**config.mk**
```make
export PLATFORM = sky130hd
export DESIGN_NAME = btn_debounce
export DESIGN_NICKNAME = d
export VERILOG_FILES = /design/src/rtl/btn_pkg.sv /design/src/rtl/sync_2ff.sv /design/src/rtl/btn_debounce.sv
export SDC_FILE = /design/constraint.sdc
export NUM_CORES = 1
export LEC_CHECK = 0
export ABC_AREA = 1
export BUFFER_PORTS_ARGS = -buffer_cell sky130_fd_sc_hd__buf_4
export CORE_AREA = 2 2 58 60
export CTS_CLUSTER_DIAMETER = 150
export DETAILED_ROUTE_END_ITERATION = 8
export DIE_AREA = 0 0 60 62
export GPL_TIMING_DRIVEN = 0
export PLACE_DENSITY_LB_ADDON = 0.08
export SLEW_MARGIN = 25
export SYNTH_ARGS = -nofsm -noshare
export SYNTH_HDL_FRONTEND = slang
export SYNTH_HIERARCHICAL = 1
export SYNTH_SLANG_ARGS = --single-unit
```
**constraint.sdc**
```tcl
create_clock -name clk -period 1.8 [get_ports clk]
set_clock_uncertainty 0.1 [all_clocks]
set_input_delay 0.18 -clock clk [delete_from_list [all_inputs] [get_ports clk]]
set_output_delay 0.18 -clock clk [all_outputs]
set_load 0.02 [all_outputs]
```
**src/rtl/btn_pkg.sv**
```systemverilog
// Shared types and default timing constants for the board push-button conditioners.
package btn_pkg;

    typedef enum logic [1:0] {
        IDLE         = 2'd0,
        PRESS_WAIT   = 2'd1,
        PRESSED      = 2'd2,
        RELEASE_WAIT = 2'd3
    } btn_state_t;

    // Defaults sized for the 100 MHz board clock: 10 ms debounce, 1 s long press.
    localparam int BTN_DEBOUNCE_DEF = 1_000_000;
    localparam int BTN_LONG_DEF     = 100_000_000;

endpackage

```
**src/rtl/sync_2ff.sv**
```systemverilog
// Single-bit two-flop synchroniser for asynchronous board inputs, reset to 0.
module sync_2ff (
    input  logic clk,
    input  logic rst,
    input  logic d,
    output logic q
);

    logic meta;

    always_ff @(posedge clk or posedge rst) begin
        if (rst) begin
            meta <= 1'b0;
            q    <= 1'b0;
        end else begin
            meta <= d;
            q    <= meta;
        end
    end

endmodule

```
**src/rtl/btn_debounce.sv**
```systemverilog
// Push-button conditioner: synchronise, debounce, and emit level, press/release/long pulses and dir.
// Long-press detection (hold_cnt, long_pulse) is built only when BTN_LONG_PRESS_EN is defined.
module btn_debounce
    import btn_pkg::*;
#(
    parameter int DEBOUNCE_CYC = BTN_DEBOUNCE_DEF,
    parameter int LONG_CYC     = BTN_LONG_DEF
) (
    input  logic clk,
    input  logic rst,
    input  logic btn_in,
    output logic btn_level,
    output logic press_pulse,
    output logic release_pulse,
    output logic long_pulse,
    output logic dir
);

    localparam int              DB_W    = $clog2(DEBOUNCE_CYC + 1);
    localparam logic [DB_W-1:0] DB_LAST = DB_W'(DEBOUNCE_CYC - 1);
    localparam logic [DB_W-1:0] DB_ONE  = DB_W'(1);

    if (DEBOUNCE_CYC < 1 || LONG_CYC < 1) begin : g_param_check
        $error("btn_debounce: DEBOUNCE_CYC and LONG_CYC must be >= 1");
    end

    btn_state_t      state;
    logic [DB_W-1:0] db_cnt;
    logic            sync_q;
    logic            press_acc;
    logic            release_acc;

    sync_2ff u_sync (
        .clk (clk),
        .rst (rst),
        .d   (btn_in),
        .q   (sync_q)
    );

    assign press_acc   = (state == PRESS_WAIT)   &&  sync_q && (db_cnt == DB_LAST);
    assign release_acc = (state == RELEASE_WAIT) && !sync_q && (db_cnt == DB_LAST);

    always_ff @(posedge clk or posedge rst) begin
        if (rst) begin
            state         <= IDLE;
            db_cnt        <= '0;
            btn_level     <= 1'b0;
            press_pulse   <= 1'b0;
            release_pulse <= 1'b0;
            dir           <= 1'b0;
        end else begin
            press_pulse   <= 1'b0;
            release_pulse <= 1'b0;
            case (state)
                IDLE: begin
                    if (sync_q) begin
                        state  <= PRESS_WAIT;
                        db_cnt <= '0;
                    end
                end
                PRESS_WAIT: begin
                    if (!sync_q) begin
                        state <= IDLE;
                    end else if (press_acc) begin
                        state       <= PRESSED;
                        btn_level   <= 1'b1;
                        press_pulse <= 1'b1;
                        dir         <= ~dir;
                    end else begin
                        db_cnt <= db_cnt + DB_ONE;
                    end
                end
                PRESSED: begin
                    if (!sync_q) begin
                        state  <= RELEASE_WAIT;
                        db_cnt <= '0;
                    end
                end
                RELEASE_WAIT: begin
                    if (sync_q) begin
                        state <= PRESSED;
                    end else if (release_acc) begin
                        state         <= IDLE;
                        btn_level     <= 1'b0;
                        release_pulse <= 1'b1;
                    end else begin
                        db_cnt <= db_cnt + DB_ONE;
                    end
                end
                default: state <= IDLE;
            endcase
        end
    end

`ifdef BTN_LONG_PRESS_EN
    localparam int                HOLD_W    = $clog2(LONG_CYC + 1);
    localparam logic [HOLD_W-1:0] HOLD_LAST = HOLD_W'(LONG_CYC - 1);
    localparam logic [HOLD_W-1:0] HOLD_ONE  = HOLD_W'(1);

    logic [HOLD_W-1:0] hold_cnt;
    logic              holding;

    // The hold runs from press acceptance through release bounces; the edge that
    // accepts the release ends the press, so no long pulse can share its cycle.
    assign holding = ((state == PRESSED) || (state == RELEASE_WAIT)) && !release_acc;

    always_ff @(posedge clk or posedge rst) begin
        if (rst) begin
            hold_cnt   <= '0;
            long_pulse <= 1'b0;
        end else begin
            long_pulse <= 1'b0;
            if (press_acc) begin
                hold_cnt <= '0;
            end else if (holding && (hold_cnt != HOLD_LAST)) begin
                hold_cnt   <= hold_cnt + HOLD_ONE;
                long_pulse <= (hold_cnt == HOLD_LAST - HOLD_ONE);
            end
        end
    end
`else
    assign long_pulse = 1'b0;
`endif

endmodule
```
### After elaboration in Yosys (flattened, before gate mapping)

Index checks and enable logic that the tools add are counted.

* register bits: 28
* bits of input ports: 3
* output and inout bits: 5
* word-level logic and storage cells: 60

* add/subtract/negate cells: 1
* equal/unequal tests: 14
* multiplexer cells: 25
* bitwise operators: 1
* reduce and logical (&&, ||, !) cells: 11

Operators by type and width (count)
* $mux 20: 6
* $pmux 20 s4: 1
* $add 20x1->20 const B: 1
* $eq 20x20->1 const B: 1
* $mux 2: 6
* $ne 2x2->1 const B: 6
* $mux 1: 10
* $pmux 2 s4: 1
* $reduce_and 6->1: 1
* $reduce_and 5->1: 1
* $eq 2x2->1 const B: 2
* $logic_and 1x1->1: 4
* $ne 2x1->1 const B: 2
* $reduce_and 4->1: 1
* $ne 3x2->1 const B: 1
* $ne 3x3->1 const B: 1
* $reduce_and 3->1: 1
* $eq 2x1->1 const B: 1
* $logic_not 2->1: 1
* $pmux 1 s2: 1
* $reduce_bool 2->1: 1
* $logic_not 1->1: 1
* $not 1->1: 1

### Depth between registers and ports, before layout

Gate-level depths: netlist (run 1).

* depth in word-level cells: 6
* gate-level depth with buffers: 9
* gate-level depth less buffers: 9

### Cells and area by module

Netlist (run 1), hierarchy kept.

Modules (own cells, without submodules)
* btn_debounce: times used 1, cells each 229, area an instance 1729.2 sq um, seq. area each 650.6 sq um
* sync_2ff: times used 1, cells each 3, area an instance 53.8 sq um, seq. area each 50.0 sq um

### Least setup slack after synthesis (run 1)

OpenSTA, ideal clock, no wires.

* path type: reg-to-reg
* start point: reg db_cnt[0]
* end point: reg db_cnt[9]
* setup time: 0.118 ns
* data arrival time: 1.382 ns
* data required time: 1.582 ns
* slack: 0.200 ns
* stages on the path, launching flop included: 8
* buffers on the path: 1
* clock period less this slack: 1.600 ns
* cell sequence: dfrtp_1 ha_1 nand3_4 nor2_4 nand3_4 nand2_8 buf_12 o21ai_2

* word-level cells in the longest chain between the ends: 4
* elaborated cells between the ends (all ways): 12
* those cells by class: add/sub (1); eq/ne (3); mux (5); reduce/logical (3)

Ends and longest elaborated chain
* from (decl): line btn_debounce.sv:28 `logic [DB_W-1:0] db_cnt;`
* from (signal assigned): line btn_debounce.sv:70 `db_cnt <= db_cnt + DB_ONE;`
* from (signal assigned): line btn_debounce.sv:87 `db_cnt <= db_cnt + DB_ONE;`
* $add 20x1->20 / $eq 20x20->1 (equally long branches)
* $mux 20, or another cell as far along: line btn_debounce.sv:82 `end else if (release_acc) begin`
* $mux 20, or another cell as far along: line btn_debounce.sv:80 `if (sync_q) begin`
* $pmux 20 s4 / $reduce_and 6->1 (equally long branches)

Parallel ways exist; a longest one is shown, timed or not. The select of a mux whose other input is x is not followed.
A chain may end at the register's enable or synchronous reset.

### Worst setup path after layout (run 1)

* start point: reg db_cnt[1]
* end point: reg db_cnt[2]

The elaborated chain is that of the path after synthesis.

==> impl_metrics.csv, run 1 <==
group,metric,value,unit
run_status,outcome,"finished, final reports clean",
yosys,avgSynthCellArea,7.69,µm²
pwr,power_density,602,nW/µm²
global_routing,grt_antenna_before_repair,0,
yosys,synth_top_area_share,0.393,
sta,final-max-slew-violation-count,0,
sta,min_period,1700,ps
cts,cts_root_buf,"clkbuf_4",
yosys,ys_types,28,
floorplanning,initial_core_util,0.561,
sta,setup_viol,0,
yosys,ys.warnings.count,6,
floorplanning,die_w,60,µm
worst_setup_path,end_kind,"register",
min_path,hp-class,"input port to async pin",
yosys,async_flop_share,1.00,
cts,clk_pin_slew,160,ps
floorplanning,io_pins,8,
layout,area_growth,11.0,%
sta,totalNegativeSetupSlack,0,ps
pwr,peakVddDrop,0.520,mV
drt,routed_wl,3.59,mm
yosys,postSynthCellCount,232,
global_routing,grt_pass1_vias,1208,
placement,place_area,1890,µm²
yosys,synth_ff_type,"dfrtp_1",
placement,io_buffers,6,
flow_run,maxCapViolCount,0,
drt,viasPerCell,4.91,
layout,antenna_cells,0,
yosys,synthTopCellsByArea,"dfrtp_1 39%, nand2_1 15%, o21ai_2 7.4%",
layout,layout.cells.non_filler,291,
cts,cts_tree,"done",
floorplanning,die_area,3720,µm²
global_routing,grt_max_degree,27,
sta,post-route-period-util,0.944,
floorplanning,num_rows,21,
yosys,synth_top_cells_by_count,"72 x nand2_1, 28 x dfrtp_1, 24 x nor2_1",
cts,clock_sink_count,28,
floorplanning,fp.dieH,62,µm
worst_setup_path,required,1990,ps
layout,nets,250,
drt,antenna_left,0,
sta,hold_violations,0,
global_routing,grt_usage,0.213,
worst_setup_path,cp_data_arrival_time,1890,ps
layout,final-seq-area,702,µm²
drt,remaining_drc_errors,0,
placement,dp_cells,284,
yosys,synth_fp_nets,236,
pwr,p_leak,0.890,nW
drt,drtPass1Iterations,4,
yosys,synth.cell_area,1780,µm²
yosys,ys_seq_area_frac,0.393,
sta,worst-slew-pin-transition,549,ps
yosys,synth_edf_count,0,
global_routing,grt-ovfl-total,0,
pwr,power,1.19,mW
layout,fin_area,1980,µm²
placement,hpwl,2.64,mm
worst_setup_path,crit_type,"register to register",
drt,wl_per_cell,12.3,µm
floorplanning,coreArea,3180,µm²
yosys,synth_seq_cells,28,
yosys,yosys.area.top_type,"dfrtp_1",
drt,drt_iter0_drc,64,
layout,fillCellCount,279,
layout,drive_gt1_frac,0.220,
cts,cts_buffer_depth,2,
yosys,synth.most_common_cell,"nand2_1",
drt,vias,1429,
placement,gp_congestion,0.982,
cts,htreeDepth,1,
sta,max_freq,0.589,GHz
cts,clock_latency,340,ps
global_routing,grt_pass1_wl,5.82,mm
sta,max_slew_margin,0.634,
layout,multi_input_area,941,µm²
worst_setup_path,crit_path_max_fanout,10,
cts,cts_buffers,3,
worst_setup_path,cp-start-kind,"register",
[what timing repair did]
item | CTS | global route
setup endpoints to repair | 15 | 21
gates resized for setup | 1 | 2
hold buffers | 2 | 0
endpoints found under the hold margin | 29 | 0
setup buffers | 0 | 1
[final cells by class]
type	instances	share of cell area
Clock buffer	3	0.0114
Sequential cell	28	0.355
Multi-Input combinational cell	176	0.475
Tap cell	46	0.0291
Inverter	22	0.0417
Timing Repair Buffer	9	0.0367
Clock inverter	1	0.0152
Buffer	6	0.0360
[sequential cells by signal, summed over array words and instances, names as in the netlist, named ones only]
register       cells
btn_level          1
u_sync/q           1
state              1
u_sync/meta        1
dir                1
press_pulse        1
db_cnt            20
release_pulse      1
[through the flow]
step           hold slack [ps]  setup slack, ps   util
2_1_floorplan             -179              200      -
3_3_place_gp             -53.2             18.6  0.593
3_5_place_dp             -52.0             15.3  0.593
4_1_cts                    112             18.6  0.617
5_1_grt                    141            -7.03  0.623
6_report                   122              101  0.623
[routing by layer]
layer / vias to the layer above / part of all wire / track usage
met4: 0 / 0.012 / 0.0667
met1: 641 / 0.52 / 0.307
met2: 21 / 0.44 / 0.339
met3: 5 / 0.025 / 0.0207
met5: - / 0 / 0
li1: 762 / - / -
[critical path, cell delays in order, from the launching register on]
cell	delay, ps
dfrtp_1	470
ha_4	200
nand3_4	140
nor2_4	160
nand3_4	130
nand2_8	150
buf_8	150
nand2_1	70
o21ai_2	60
[cell usage in the layout (no fill, tap or decap), types with 3 or more instances in the layout]
| cell | instances |
|---|---|
| nand2_2 | 7 |
| inv_2 | 3 |
| or2_2 | 3 |
| nand2_1 | 72 |
| nor3_1 | 3 |
| nand4_1 | 6 |
| dfrtp_1 | 27 |
| nor2_1 | 24 |
| inv_1 | 19 |
| and2_1 | 3 |
| nor2_2 | 4 |
| buf_4 | 8 |
| xor2_1 | 6 |
| clkbuf_4 | 3 |
| nand3_1 | 21 |
| o21ai_2 | 15 |
[path summary, 6_finish.rpt]
| kind | from | to | slack [ps] | depth (start not counted) |
|---|---|---|---|---|
| worst max-delay path | db_cnt[1] | db_cnt[2] | 100 | 8 |
| worst min-delay path | rst | u_sync/q | 120 | 3 |
| worst max register to register | db_cnt[1] | db_cnt[2] | 100 | 8 |
| worst min register to register | u_sync/meta | u_sync/q | 280 | 0 |
| max in group asynchronous | rst | db_cnt[0] | 890 | 3 |
| min in group clk | u_sync/meta | u_sync/q | 280 | 0 |
[power breakdown]
group          leakage (nW)  internal, mW  switching (mW)  total, mW
clock network        0.0279         0.226           0.204      0.429
registers             0.381         0.641          0.0174      0.658
logic                 0.481        0.0421          0.0628      0.105
total                 0.890         0.909           0.284       1.19
[kinds of logic after synthesis]
family / after synthesis / synth area share
other: 1 / 0.00210
AO/OA/AOI/OAI: 20 / 0.0905
buffers and inverters: 28 / 0.0863
adder cells (fa/ha/maj): 1 / 0.00702
flip-flops: 28 / 0.393
AND/OR/NAND/NOR: 148 / 0.392
XOR/XNOR: 6 / 0.0295
No activity file was read; power rests on OpenSTA's default activity.
==> inputs of run 2 (changes only) <==
--- a/config.mk
+++ b/config.mk
@@ -7,10 +7,10 @@
 export LEC_CHECK = 0
 export ABC_AREA = 1
 export BUFFER_PORTS_ARGS = -buffer_cell sky130_fd_sc_hd__buf_4
-export CORE_AREA = 2 2 58 60
+export CORE_AREA = 2 2 48 72
 export CTS_CLUSTER_DIAMETER = 150
 export DETAILED_ROUTE_END_ITERATION = 8
-export DIE_AREA = 0 0 60 62
+export DIE_AREA = 0 0 50 74
 export GPL_TIMING_DRIVEN = 0
 export PLACE_DENSITY_LB_ADDON = 0.08
 export SLEW_MARGIN = 25
==> run 2 against run 1 <==
Sequential cell count is the same; largest cell class unchanged; cell count shrank 2.4%; clock power grew 16%; setup slack gained 27 ps; sequential share of layout area shrank 0.16 points; global-route usage grew 0.33 points; highest routed layer unchanged; sequential power is essentially flat.
==> impl_metrics.csv, run 2 (synthesis gave the netlist of run 1 again) <==
group,metric,value,unit
floorplanning,initial_core_util,0.576,
sta,max_freq,0.598,GHz
worst_setup_path,cpPeakStageDelay,440,ps
layout,largest-register,"db_cnt",
cts,htreeDepth,1,
floorplanning,die_w,50,µm
sta,worst-slew-pin-transition,567,ps
worst_setup_path,setup.worst_path.end,"db_cnt[3]",
drt,remaining_drc_errors,0,
floorplanning,coreArea,3100,µm²
sta,hold_violations,0,
layout,fillCellCount,276,
global_routing,grt_max_degree,27,
floorplanning,fp.dieH,74,µm
drt,wl_met1,1.59,mm
sta,setup_viol,0,
worst_setup_path,r2r_setup_slack,130,ps
worst_setup_path,end_kind,"register",
worst_setup_path,r2r_cells,8,
sta,rsz0062_at_grt,"false",
sta,min_period,1670,ps
worst_setup_path,crit_buf_inv,1,
worst_setup_path,cp-start-kind,"register",
cts,cts_buffer_depth,2,
global_routing,grt_antenna_before_repair,0,
layout,largest_reg_flops,20,
global_routing,grt_pass1_wl,6.09,mm
layout,multi_input_area,946,µm²
drt,antenna_left,0,
placement,hpwl,2.68,mm
run_status,outcome,"finished, final reports clean",
pwr,power,1.26,mW
flow_run,maxCapViolCount,0,
pwr,peakVddDrop,0.590,mV
layout,final-seq-area,702,µm²
pwr,p_leak,0.893,nW
sta,max_slew_margin,0.619,
worst_setup_path,cp_data_arrival_time,1780,ps
layout,nets,249,
drt,highest_layer,"met4",
layout,antenna_cells,0,
placement,place_ws,-20.5,ps
global_routing,grt_pass1_vias,1355,
drt,vias,1448,
min_path,hp-class,"input port to async pin",
worst_setup_path,crit_slowest_cell,"dfrtp_1",
cts,clk_pin_slew,100,ps
layout,final_common_cell,"nand2_1",
cts,clock_sink_count,28,
worst_setup_path,reg2reg_to,"db_cnt[3]",
cts,post_cts_buffers,0,
sta,setup_ws,128,ps
worst_setup_path,crit_start,"db_cnt[1]",
worst_setup_path,cp_cell_sequence,"ha_4, nand3_4, nor2_4, nand3_4, nand2_8, buf_8, nand2_1, o21ai_2",
worst_setup_path,critPathTopFamily,"simple AND/OR/NAND/NOR gates",
drt,wl_met3,67,µm
layout,drive_gt1_frac,0.221,
placement,gp_congestion,0.857,
drt,drt_iter0_drc,37,
floorplanning,die_area,3700,µm²
drt,wl_per_cell,12.8,µm
worst_setup_path,cpMostUsedCell,"nand3_4",
layout,most-common-layout-cells,"72 x nand2_1, 27 x dfrtp_1, 24 x nor2_1",
sta,post-route-period-util,0.929,
pwr,power_density,632,nW/µm²
layout,fin_util,0.642,
cts,cts_buffers,3,
cts,cts_tree,"done",
sta,final-max-slew-violation-count,0,
floorplanning,num_rows,25,
floorplanning,io_pins,8,
cts,cts_root_buf,"clkbuf_8",
worst_setup_path,crit_path_max_fanout,10,
global_routing,grt-ovfl-total,0,
drt,met2WireLength,1.91,mm
drt,drtPass1Iterations,4,
drt,viasPerCell,5.10,
cts,clock_latency,280,ps
drt,routed_wl,3.64,mm
layout,area_growth,11.5,%
global_routing,grt_usage,0.216,
placement,io_buffers,6,
worst_setup_path,crit_type,"register to register",
worst_setup_path,crit_cells,8,
worst_setup_path,reg2reg_from,"db_cnt[1]",
worst_setup_path,required,1910,ps
-- run 2: area by class of cell --
cell class | count | area share
multi-input cells | 176 | 0.476
flip-flops and latches | 28 | 0.353
inverters | 22 | 0.0415
plain buffers | 6 | 0.0359
repair buffers | 8 | 0.0327
well taps | 40 | 0.0252
clock buffers | 3 | 0.0208
clock inverters | 1 | 0.0151
-- run 2: worst min-delay path by stage --
| stage | startpoint | end | slack (ps) |
|---|---|---|---|
| after detailed placement | rst | u_sync/meta | -50 |
| after global routing | rst | u_sync/meta | 220 |
| after CTS | rst | u_sync/q | 200 |
| after floorplan | rst | u_sync/meta | -180 |
| final | rst | u_sync/meta | 210 |
| after global placement | rst | u_sync/meta | -50 |
-- run 2: worst min-delay path, delay by kind of cell --
kind     cells  cell delay [ps]
buf+inv      3              760
-- run 2: power by group --
| group | internal, mW | switching [mW] |
|---|---|---|
| Combinational | 0.0380 | 0.0615 |
| Clock | 0.298 | 0.201 |
| Sequential | 0.640 | 0.0168 |
| Total | 0.976 | 0.280 |
-- run 2: layer usage --
| metal | vias up | track usage |
|---|---|---|
| li1 | 762 | - |
| met1 | 664 | 0.263 |
| met2 | 14 | 0.392 |
| met3 | 8 | 0.0281 |
| met4 | 0 | 0.0710 |
| met5 | - | 0 |
-- run 2: repair_timing --
action                                 in CTS  in global routing
gates resized for setup                     1                  3
hold buffers                                2                  0
setup endpoints to repair                  18                 21
endpoints found under the hold margin       3                  0
-- run 2: through the flow --
step,cell area [µm²],std cells,setup TNS [ps],hold WS [ps]
floorplan,1780,232,0,-179
global placement,1880,278,0,-52.6
detailed placement,1880,278,-46.2,-49.2
CTS,1970,284,0,198
global route,1990,284,0,221
finish,1990,284,0,209
